File: config.mk
export PLATFORM = sky130hd
export DESIGN_NAME = amm2axi
export DESIGN_NICKNAME = d
export VERILOG_FILES = /design/src/rtl/amm2axi.sv
export SDC_FILE = /design/constraint.sdc
export NUM_CORES = 1
export LEC_CHECK = 0
export ABC_AREA = 1
export CORE_ASPECT_RATIO = 2
export CORE_UTILIZATION = 35
export CTS_BUF_LIST = sky130_fd_sc_hd__clkbuf_8
export CTS_CLUSTER_SIZE = 8
export DETAILED_ROUTE_END_ITERATION = 12
export GPL_ROUTABILITY_DRIVEN = 0
export GPL_TIMING_DRIVEN = 0
export PLACE_DENSITY = 0.73
export RECOVER_POWER = 25
export SYNTH_ARGS = -nofsm -noshare
export SYNTH_HDL_FRONTEND = slang
export SYNTH_SLANG_ARGS = --single-unit
export TNS_END_PERCENT = 50
File: constraint.sdc
create_clock -name clk_i -period 3.55 [get_ports clk_i]
set_input_delay 0.5325 -clock clk_i [delete_from_list [all_inputs] [get_ports clk_i]]
set_output_delay 0.5325 -clock clk_i [all_outputs]
set_load 0.02 [all_outputs]
File: src/rtl/amm2axi.sv
// Avalon-MM slave to AXI4-Lite master bridge, one transaction outstanding at a time.
// Optional `AMM2AXI_RESP_EN adds amm_response_o carrying the mapped AXI response.
module amm2axi #(
  parameter int unsigned P_ASIZE  = 32,
  parameter int unsigned P_DBYTES = 4
) (
  input  logic                    clk_i,
  input  logic                    reset_i,
  // Avalon-MM slave
  input  logic [P_ASIZE-1:0]      amm_address_i,
  input  logic                    amm_write_i,
  input  logic                    amm_read_i,
  input  logic [P_DBYTES*8-1:0]   amm_writedata_i,
  input  logic [P_DBYTES-1:0]     amm_byteenable_i,
  output logic [P_DBYTES*8-1:0]   amm_readdata_o,
  output logic                    amm_waitrequest_o,
`ifdef AMM2AXI_RESP_EN
  output logic [1:0]              amm_response_o,
`endif
  // AXI4-Lite write address / data / response
  output logic [P_ASIZE-1:0]      axi_awaddr_o,
  output logic [2:0]              axi_awprot_o,
  output logic                    axi_awvalid_o,
  input  logic                    axi_awready_i,
  output logic [P_DBYTES*8-1:0]   axi_wdata_o,
  output logic [P_DBYTES-1:0]     axi_wstrb_o,
  output logic                    axi_wvalid_o,
  input  logic                    axi_wready_i,
  input  logic                    axi_bvalid_i,
  input  logic [1:0]              axi_bresp_i,
  output logic                    axi_bready_o,
  // AXI4-Lite read address / data
  output logic [P_ASIZE-1:0]      axi_araddr_o,
  output logic [2:0]              axi_arprot_o,
  output logic [2:0]              axi_arsize_o,
  output logic                    axi_arvalid_o,
  input  logic                    axi_arready_i,
  input  logic                    axi_rvalid_i,
  input  logic [P_DBYTES*8-1:0]   axi_rdata_i,
  input  logic [1:0]              axi_rresp_i,
  output logic                    axi_rready_o
);

  localparam int unsigned DW = P_DBYTES * 8;

  localparam logic [2:0] StIdle  = 3'd0;
  localparam logic [2:0] StWreq  = 3'd1;
  localparam logic [2:0] StWresp = 3'd2;
  localparam logic [2:0] StRreq  = 3'd3;
  localparam logic [2:0] StRresp = 3'd4;
  localparam logic [2:0] StDone  = 3'd5;

  logic [2:0]         state_q, state_d;
  logic               awvalid_q, awvalid_d;
  logic               wvalid_q, wvalid_d;
  logic               arvalid_q, arvalid_d;
  logic [P_ASIZE-1:0] addr_q, addr_d;
  logic [DW-1:0]      wdata_q, wdata_d;
  logic [P_DBYTES-1:0] wstrb_q, wstrb_d;
  logic [DW-1:0]      rdata_q, rdata_d;

  always_comb begin
    state_d   = state_q;
    awvalid_d = awvalid_q;
    wvalid_d  = wvalid_q;
    arvalid_d = arvalid_q;
    addr_d    = addr_q;
    wdata_d   = wdata_q;
    wstrb_d   = wstrb_q;
    rdata_d   = rdata_q;
    unique case (state_q)
      StIdle: begin
        // Write wins when both strobes are up; the read stays pending on the Avalon side.
        if (amm_write_i) begin
          addr_d    = amm_address_i;
          wdata_d   = amm_writedata_i;
          wstrb_d   = amm_byteenable_i;
          awvalid_d = 1'b1;
          wvalid_d  = 1'b1;
          state_d   = StWreq;
        end else if (amm_read_i) begin
          addr_d    = amm_address_i;
          arvalid_d = 1'b1;
          state_d   = StRreq;
        end
      end
      StWreq: begin
        if (awvalid_q && axi_awready_i) awvalid_d = 1'b0;
        if (wvalid_q && axi_wready_i)   wvalid_d  = 1'b0;
        if (!awvalid_d && !wvalid_d)    state_d   = StWresp;
      end
      StWresp: begin
        if (axi_bvalid_i) state_d = StDone;
      end
      StRreq: begin
        if (axi_arready_i) begin
          arvalid_d = 1'b0;
          state_d   = StRresp;
        end
      end
      StRresp: begin
        if (axi_rvalid_i) begin
          rdata_d = axi_rdata_i;
          state_d = StDone;
        end
      end
      StDone:  state_d = StIdle;
      default: state_d = StIdle;
    endcase
  end

  always_ff @(posedge clk_i or posedge reset_i) begin
    if (reset_i) begin
      state_q   <= StIdle;
      awvalid_q <= 1'b0;
      wvalid_q  <= 1'b0;
      arvalid_q <= 1'b0;
      addr_q    <= '0;
      wdata_q   <= '0;
      wstrb_q   <= '0;
      rdata_q   <= '0;
    end else begin
      state_q   <= state_d;
      awvalid_q <= awvalid_d;
      wvalid_q  <= wvalid_d;
      arvalid_q <= arvalid_d;
      addr_q    <= addr_d;
      wdata_q   <= wdata_d;
      wstrb_q   <= wstrb_d;
      rdata_q   <= rdata_d;
    end
  end

`ifdef AMM2AXI_RESP_EN
  logic [1:0] resp_q, resp_d;

  // EXOKAY folds into OKAY; error codes pass through unchanged.
  function automatic logic [1:0] map_resp(input logic [1:0] r);
    return r[1] ? r : 2'b00;
  endfunction

  always_comb begin
    resp_d = resp_q;
    if (state_q == StWresp && axi_bvalid_i)      resp_d = map_resp(axi_bresp_i);
    else if (state_q == StRresp && axi_rvalid_i) resp_d = map_resp(axi_rresp_i);
  end

  always_ff @(posedge clk_i or posedge reset_i) begin
    if (reset_i) resp_q <= 2'b00;
    else         resp_q <= resp_d;
  end

  assign amm_response_o = (state_q == StDone) ? resp_q : 2'b00;
`else
  logic unused_resp;
  assign unused_resp = ^{axi_bresp_i, axi_rresp_i};
`endif

  assign amm_readdata_o    = rdata_q;
  assign amm_waitrequest_o = (state_q != StDone);

  assign axi_awaddr_o  = addr_q;
  assign axi_araddr_o  = addr_q;
  assign axi_awprot_o  = 3'b000;
  assign axi_arprot_o  = 3'b000;
  assign axi_arsize_o  = 3'($clog2(P_DBYTES));
  assign axi_awvalid_o = awvalid_q;
  assign axi_wvalid_o  = wvalid_q;
  assign axi_arvalid_o = arvalid_q;
  assign axi_wdata_o   = wdata_q;
  assign axi_wstrb_o   = wstrb_q;
  assign axi_bready_o  = (state_q == StWresp);
  assign axi_rready_o  = (state_q == StRresp);

endmodule

## Word-level counts from Yosys, hierarchy flattened

Index checks and enable logic that the tools add are counted.

- Bits in registers: 106
- Input port bits: 113
- Output and inout port bits: 147
- Word-level logic and storage cells: 56

- Equal/unequal tests: 13
- Mux-type cells: 20
- Reduce and logical (&&, ||, !) cells: 15

Operators with widths:

| cell | number |
|---|---|
| $mux 32 | 2 |
| $mux 3 | 6 |
| $pmux 3 s5 | 1 |
| $ne 2x2->1 const B | 7 |
| $mux 1 | 8 |
| $reduce_and 2->1 | 4 |
| $eq 3x2->1 const B | 2 |
| $ne 3x3->1 const B | 2 |
| $pmux 1 s2 | 3 |
| $reduce_bool 2->1 | 3 |
| $reduce_and 5->1 | 1 |
| $reduce_and 4->1 | 1 |
| $eq 3x1->1 const B | 1 |
| $eq 3x3->1 const B | 1 |
| $logic_and 1x1->1 | 3 |
| $logic_not 3->1 | 1 |
| $logic_not 1->1 | 2 |

## Longest topological paths before layout

Gate-level depths: netlist (run 1).

- Depth after elaboration: 7
- Mapped depth: 9

## Worst setup path before layout (run 1)

No wires, ideal clock.

- Kind: flip-flop to output port
- From: register state_q[0]
- To: output axi_rready_o
- Data arrival time: 0.938 ns
- Data required time: 3.017 ns
- Setup slack: 2.079 ns
- Stages on the path, launching flop included: 5
- Path buffers: 1
- Path through: dfrtp_1 -> nor2_1 -> nand2_1 -> inv_2 -> buf_2

- Word-level cells in the longest chain between the ends: 1

RTL lines:

| element | line | RTL |
|---|---|---|
| start: declaration | 53 | `logic [2:0] state_q, state_d;` |
| start signal: assignment | 114 | `state_q <= StIdle;` |
| start signal: assignment | 123 | `state_q <= state_d;` |
| $eq 3x3->1 | 173 | `assign axi_rready_o = (state_q == StRresp);` |
| end: declaration | 41 | `output logic axi_rready_o` |

No other way between the ends.

## Worst setup path after layout (run 1)

- From: register state_q[2]
- To: output axi_rready_o

Same word-level chain as after synthesis.

==> results of run 1 <==
## synth_stat cells (all sizes together)
| cell type | instances | area share |
|---|---|---|
| nand3 | 78 | 0.081 |
| or2 | 1 | 0.0013 |
| dfrtp | 106 | 0.55 |
| nand2 | 191 | 0.15 |
| o21bai | 1 | 0.0016 |
| nor2 | 7 | 0.0070 |
| inv | 48 | 0.037 |
| conb | 2 | 0.0016 |
| o21ai | 37 | 0.064 |
| buf | 63 | 0.098 |
| clkbuf | 7 | 0.0054 |
| a21oi | 4 | 0.0041 |
## registers in the layout (all words and copies together), names as in the netlist
signal          flops
axi_araddr_o       32
axi_arvalid_o       1
amm_readdata_o     32
axi_awvalid_o       1
state_q             3
axi_wvalid_o        1
axi_wdata_o        32
axi_wstrb_o         4
## final timing paths
path,from,endpoint,slack (ns)
setup / recovery,state_q[2]$_DFFE_PP0P_,axi_rready_o,0.79
hold / removal,amm_readdata_o[2]$_DFFE_PP0P_,amm_readdata_o[2]$_DFFE_PP0P_,0.48
setup reg to reg,state_q[2]$_DFFE_PP0P_,axi_wdata_o[24]$_DFFE_PP0P_,1.40
hold reg to reg,amm_readdata_o[2]$_DFFE_PP0P_,amm_readdata_o[2]$_DFFE_PP0P_,0.48
max in group asynchronous,reset_i,amm_readdata_o[15]$_DFFE_PP0P_,1.32
min in group asynchronous,reset_i,axi_araddr_o[17]$_DFFE_PP0P_,1.21
## routing by layer
metal,track usage,wire length [microns]
met1,0.2241,5378
met2,0.3896,8081
met3,0.02892,737
met4,0.1290,796
met5,0,0
## kinds of logic (layout without fill, tap and decap cells)
family,Yosys count,count (layout),synth area share
other,2,9,0.001556
AND/OR/NAND/NOR,277,277,0.2382
AO/OA/AOI/OAI,42,42,0.06973
flip-flops,106,106,0.5495
buffers and inverters,118,380,0.1410
## power by group through the flow
stage	Clock, W	Combinational [W]	Sequential, W
after global placement	0	0.00416	0.00215
after detailed placement	0	0.00426	0.00218
final	0.000719	0.00419	0.00215
after floorplan	0	0.00163	0.00279
after CTS	0.000749	0.00426	0.00216
after global routing	0.000791	0.00448	0.00222
## worst max-delay path, stage by stage (launching register included)
cell and delay, ns:
dfrtp_1 0.34, clkbuf_1 0.29, nand2_1 0.14, inv_1 0.19, buf_2 0.26, clkdlybuf4s50_1 0.64
## through the flow
| stage | hold slack [ns] | cells | TNS (ns) |
|---|---|---|---|
| after global placement | 0.4556 | 952 | -143.68 |
| after detailed placement | 0.4574 | 953 | 0 |
| final | 0.4772 | 969 | 0 |
| after floorplan | 0.5759 | 552 | 0 |
| after global routing | 0.5065 | 969 | 0 |
| after CTS | 0.4824 | 969 | 0 |
## final cells by class
class	count	share of cell area
sequential	106	0.3451
inverter	48	0.02360
multi-input combinational	328	0.1968
tap	155	0.02523
clock buffer	10	0.01791
clock inverter	6	0.006186
timing repair buffer	246	0.3226
buffer	70	0.06251
==> results_dict.tcl, run 1 <==
set metrics [dict create \
    final_max_slew_viol_count 48 \
    place_area_sq_mm 0.007530 \
    tritoncts "done" \
    yosys_warnings 0 \
    p_per_area_mw_per_mm2 919.2 \
    violations "max-capacitance violations, max-slew violations" \
    multi_input_area_sq_mm 0.001513 \
    die_area_sq_mm 0.01429 \
    num_rows 60 \
    period_minus_slack_ns 2.756 \
    overflow 0 \
    cts_hold_buf 0 \
    power_frac_comb 0.594 \
    fill_cells 1201 \
    n_antenna_cell 0 \
    grt_pass1_vias 4622 \
    htreeDepth 3 \
    final_common_cell "clkdlybuf4s50_1" \
    initial_utilization 0.3592 \
    finalClockSkew_ns 0.01474 \
    fin_area_sq_mm 0.007686 \
    pwr-share-seq 0.305 \
    first_pass_iters 5 \
    hold_viol 0 \
    grt_util_all_layers 0.2120 \
    layout_common_cells "clkdlybuf4s50_1 (244), nand2_1 (190), dfrtp_1 (106)" \
    drv_cap 1 \
    grt_start_max_net_pins 60 \
    clock_latency_ns 0.38 \
    fmaxAchievable_ghz 0.3628 \
    hp-class "flip-flop to flip-flop" \
    io_buffers 245 \
    die_height_microns 168.1 \
    status "finished with violations" \
    power_w 0.007065 \
    wl_per_cell_microns 15.47 \
    rr_worst_depth 8 \
    cp-end-kind "primary output" \
    fin_ws_ns 0.7939 \
    cp.arrival_ns 2.22 \
    power.share.clock 0.102 \
    p_sw_frac 0.4286 \
    timing.slew.headroom -0.4853 \
    yosysUniqueCellTypes 21 \
    worstPathMaxFanout 10 \
    clock_sinks 106 \
    layout.nets 922 \
    antenna_found_initial 0 \
    post-route-util 0.5720 \
    cts-root-buf "clkbuf_8" \
    post_route_cells_drive_above_1_share 0.1351 \
    syn_avg_cell_area_sq_um 8.857 \
    p_int_w 0.004037 \
    final_antenna_net_count 0 \
    drt_iter0_drc 127 \
    p_leak_nw 3.811 \
    num_vias 4517 \
    numCtsBuffers 9 \
    hpwl_microns 11710 \
    startpoint_type "flip-flop" \
    seqCellArea_sq_mm 0.002653 \
    routed_wl_microns 14990 \
    synth_seq_area_share 0.5495 \
    grt_first_pass_wirelength_microns 23400 \
    max-vdd-ir-drop_mv 0.3607 \
    finalSetupViolations 0 \
    synth_area_sq_mm 0.004827 \
    cts_setup_buffers 0 \
    boundaryPins 260 \
    dp_slack_ns 1.351 \
    criticalPathCategory "flip-flop to primary output" \
    worst_pin_slew_ns 2.216 \
    hold_depth 2 \
    area_growth_syn_to_layout_pct 59.23 \
    synth_seq_cells 106 \
    clock_path_buffers 2 \
    period_share 0.7764 \
    die_w_microns 85.04 \
    crit_required_ns 3.02 \
    cts_resized 0 \
    p_sw_w 0.003028 \
    synth_cells 545 \
    design.core.area_sq_mm 0.01344 \
    route.detailed.drc 0 \
    grt_setup_unrepaired "false" \
    vias_per_cell 4.662 \
    path_clk_slew_ns 0.09 \
]
No activity file was read; power rests on OpenSTA's default activity.
==> run 2, diff against run 1 <==
- clock period: 3.55 -> 2.9 ns (I/O delays scaled with it)
==> run 2 against run 1 <==
  * The flow still finishes with violations (max-capacitance violations, max-slew violations)
  * Final cell count grew 0.10%
  * Via count grew 0.22%
  * Non-clock buffer count grew 1
==> results_dict.tcl, run 2 (same netlist as run 1, synthesis figures left out) <==
set metrics [dict create \
    overflow 0 \
    cts_hold_buf 0 \
    grt_util_all_layers 0.2069 \
    finalClockSkew_ns 0.02157 \
    grt_first_pass_wirelength_microns 23060 \
    violations "max-capacitance violations, max-slew violations" \
    grt_start_max_net_pins 43 \
    num_rows 60 \
    die_height_microns 168.1 \
    numCtsBuffers 9 \
    crit_required_ns 2.47 \
    cp-end-kind "primary output" \
    cpMaxStageDelayCell "clkdlybuf4s50_1" \
    worstPathMaxFanout 10 \
    hold_end "amm_readdata_o[30]$_DFFE_PP0P_" \
    die_w_microns 85.04 \
    drt_iter0_drc 191 \
    cp.arrival_ns 2.11 \
    grt_setup_unrepaired "false" \
    hp-start "axi_rvalid_i" \
    place_area_sq_mm 0.007543 \
    reg2reg_to "axi_wdata_o[16]$_DFFE_PP0P_" \
    rrSetupSlack_ns 1.19 \
    cts_setup_buffers 0 \
    area_growth_syn_to_layout_pct 59.49 \
    startpoint_type "flip-flop" \
    routed_wl_microns 14330 \
    tns_ns 0 \
    clock_path_buffers 2 \
    drv_cap 1 \
    fin_ws_ns 0.3512 \
    vias_per_cell 4.667 \
    route.detailed.drc 0 \
    finalSetupViolations 0 \
    hold_viol 0 \
    final_antenna_net_count 0 \
    boundaryPins 260 \
    first_pass_iters 5 \
    timing.slew.headroom -0.1474 \
    post_route_cells_drive_above_1_share 0.1399 \
    rr_worst_depth 9 \
    die_area_sq_mm 0.01429 \
    p_per_area_mw_per_mm2 1121 \
    grt_pass1_vias 4585 \
    post-route-util 0.5729 \
    max_stage_delay_ns 0.64 \
    final_common_cell "clkdlybuf4s50_1" \
    crit_buf_inv 3 \
    dp_slack_ns 0.7940 \
    initial_utilization 0.3592 \
    p_leak_nw 3.820 \
    hold_depth 3 \
    wl_per_cell_microns 14.77 \
    io_buffers 245 \
    fin_area_sq_mm 0.007699 \
    layout_common_cells "clkdlybuf4s50_1 (244), nand2_1 (190), dfrtp_1 (106)" \
    cts-root-buf "clkbuf_8" \
    crit_family "buffers and inverters" \
    path_clk_slew_ns 0.11 \
    criticalPathCategory "flip-flop to primary output" \
    crit_chain "nor2_1 > nand2_1 > inv_1 > buf_2 > clkdlybuf4s50_1" \
    hp-class "primary input to flip-flop" \
    antenna_found_initial 0 \
    num_vias 4527 \
    tritoncts "done" \
    period_share 0.8789 \
    worst_pin_slew_ns 1.712 \
    cts_resized 0 \
    design.core.area_sq_mm 0.01344 \
    status "finished with violations" \
    hold_slack_ns 0.4225 \
    r2r_start "state_q[2]$_DFFE_PP0P_" \
    fmaxAchievable_ghz 0.3923 \
    period_minus_slack_ns 2.549 \
    hpwl_microns 11430 \
    clock_sinks 106 \
    htreeDepth 3 \
    layout.nets 923 \
    max-vdd-ir-drop_mv 0.4424 \
    n_antenna_cell 0 \
    final_max_slew_viol_count 39 \
    clock_latency_ns 0.37 \
]
run 2: report_power, final:
part           switching [W]  total, W  internal (W)
clock network       0.000521  0.000894      0.000372
registers           0.000460   0.00263       0.00217
logic                0.00266   0.00510       0.00244
total                0.00364   0.00863       0.00499
run 2: worst max-delay path by stage:
stage          cells past startpoint              startpoint                            end  slack [ns]
2_1_floorplan                      1                 reset_i  amm_readdata_o[0]$_DFFE_PP0P_        1.19
3_3_place_gp                       2                 reset_i  amm_readdata_o[0]$_DFFE_PP0P_        0.10
3_5_place_dp                       5  state_q[0]$_DFFE_PP0P_                   axi_rready_o        0.79
4_1_cts                            5  state_q[0]$_DFFE_PP0P_                   axi_rready_o        0.38
5_1_grt                            3                 reset_i    axi_wdata_o[26]$_DFFE_PP0P_        0.17
6_report                           5  state_q[0]$_DFFE_PP0P_                   axi_rready_o        0.35
run 2: tightest hold or removal path, delay by kind of cell:
kind	cells	cell delay, ns
buffers and inverters	1	0.16
AND/OR/NAND/NOR	2	0.17
run 2: routing by layer:
| metal | GRT usage | vias up | part of all wire |
|---|---|---|---|
| li1 | - | 2178 | - |
| met3 | 0.03480 | 53 | 0.053 |
| met2 | 0.3629 | 191 | 0.52 |
| met1 | 0.2228 | 2105 | 0.36 |
| met5 | 0 | - | 0 |
| met4 | 0.1430 | 0 | 0.065 |
run 2: cell type report:
| class | instances | area, sq um |
|---|---|---|
| buffer | 70 | 496.7 |
| clock buffer | 11 | 151.4 |
| clock inverter | 5 | 45.04 |
| fill | 1227 | 5739 |
| inverter | 48 | 181.4 |
| multi-input combinational | 328 | 1513 |
| sequential | 106 | 2653 |
| tap | 155 | 193.9 |
| timing repair buffer | 247 | 2465 |
run 2: stage by stage:
step           total power [W]  instances
5_1_grt               0.009208        970
3_5_place_dp          0.007828        954
4_1_cts               0.008763        970
3_3_place_gp          0.007704        952
2_1_floorplan         0.005410        552
6_report              0.008630        970
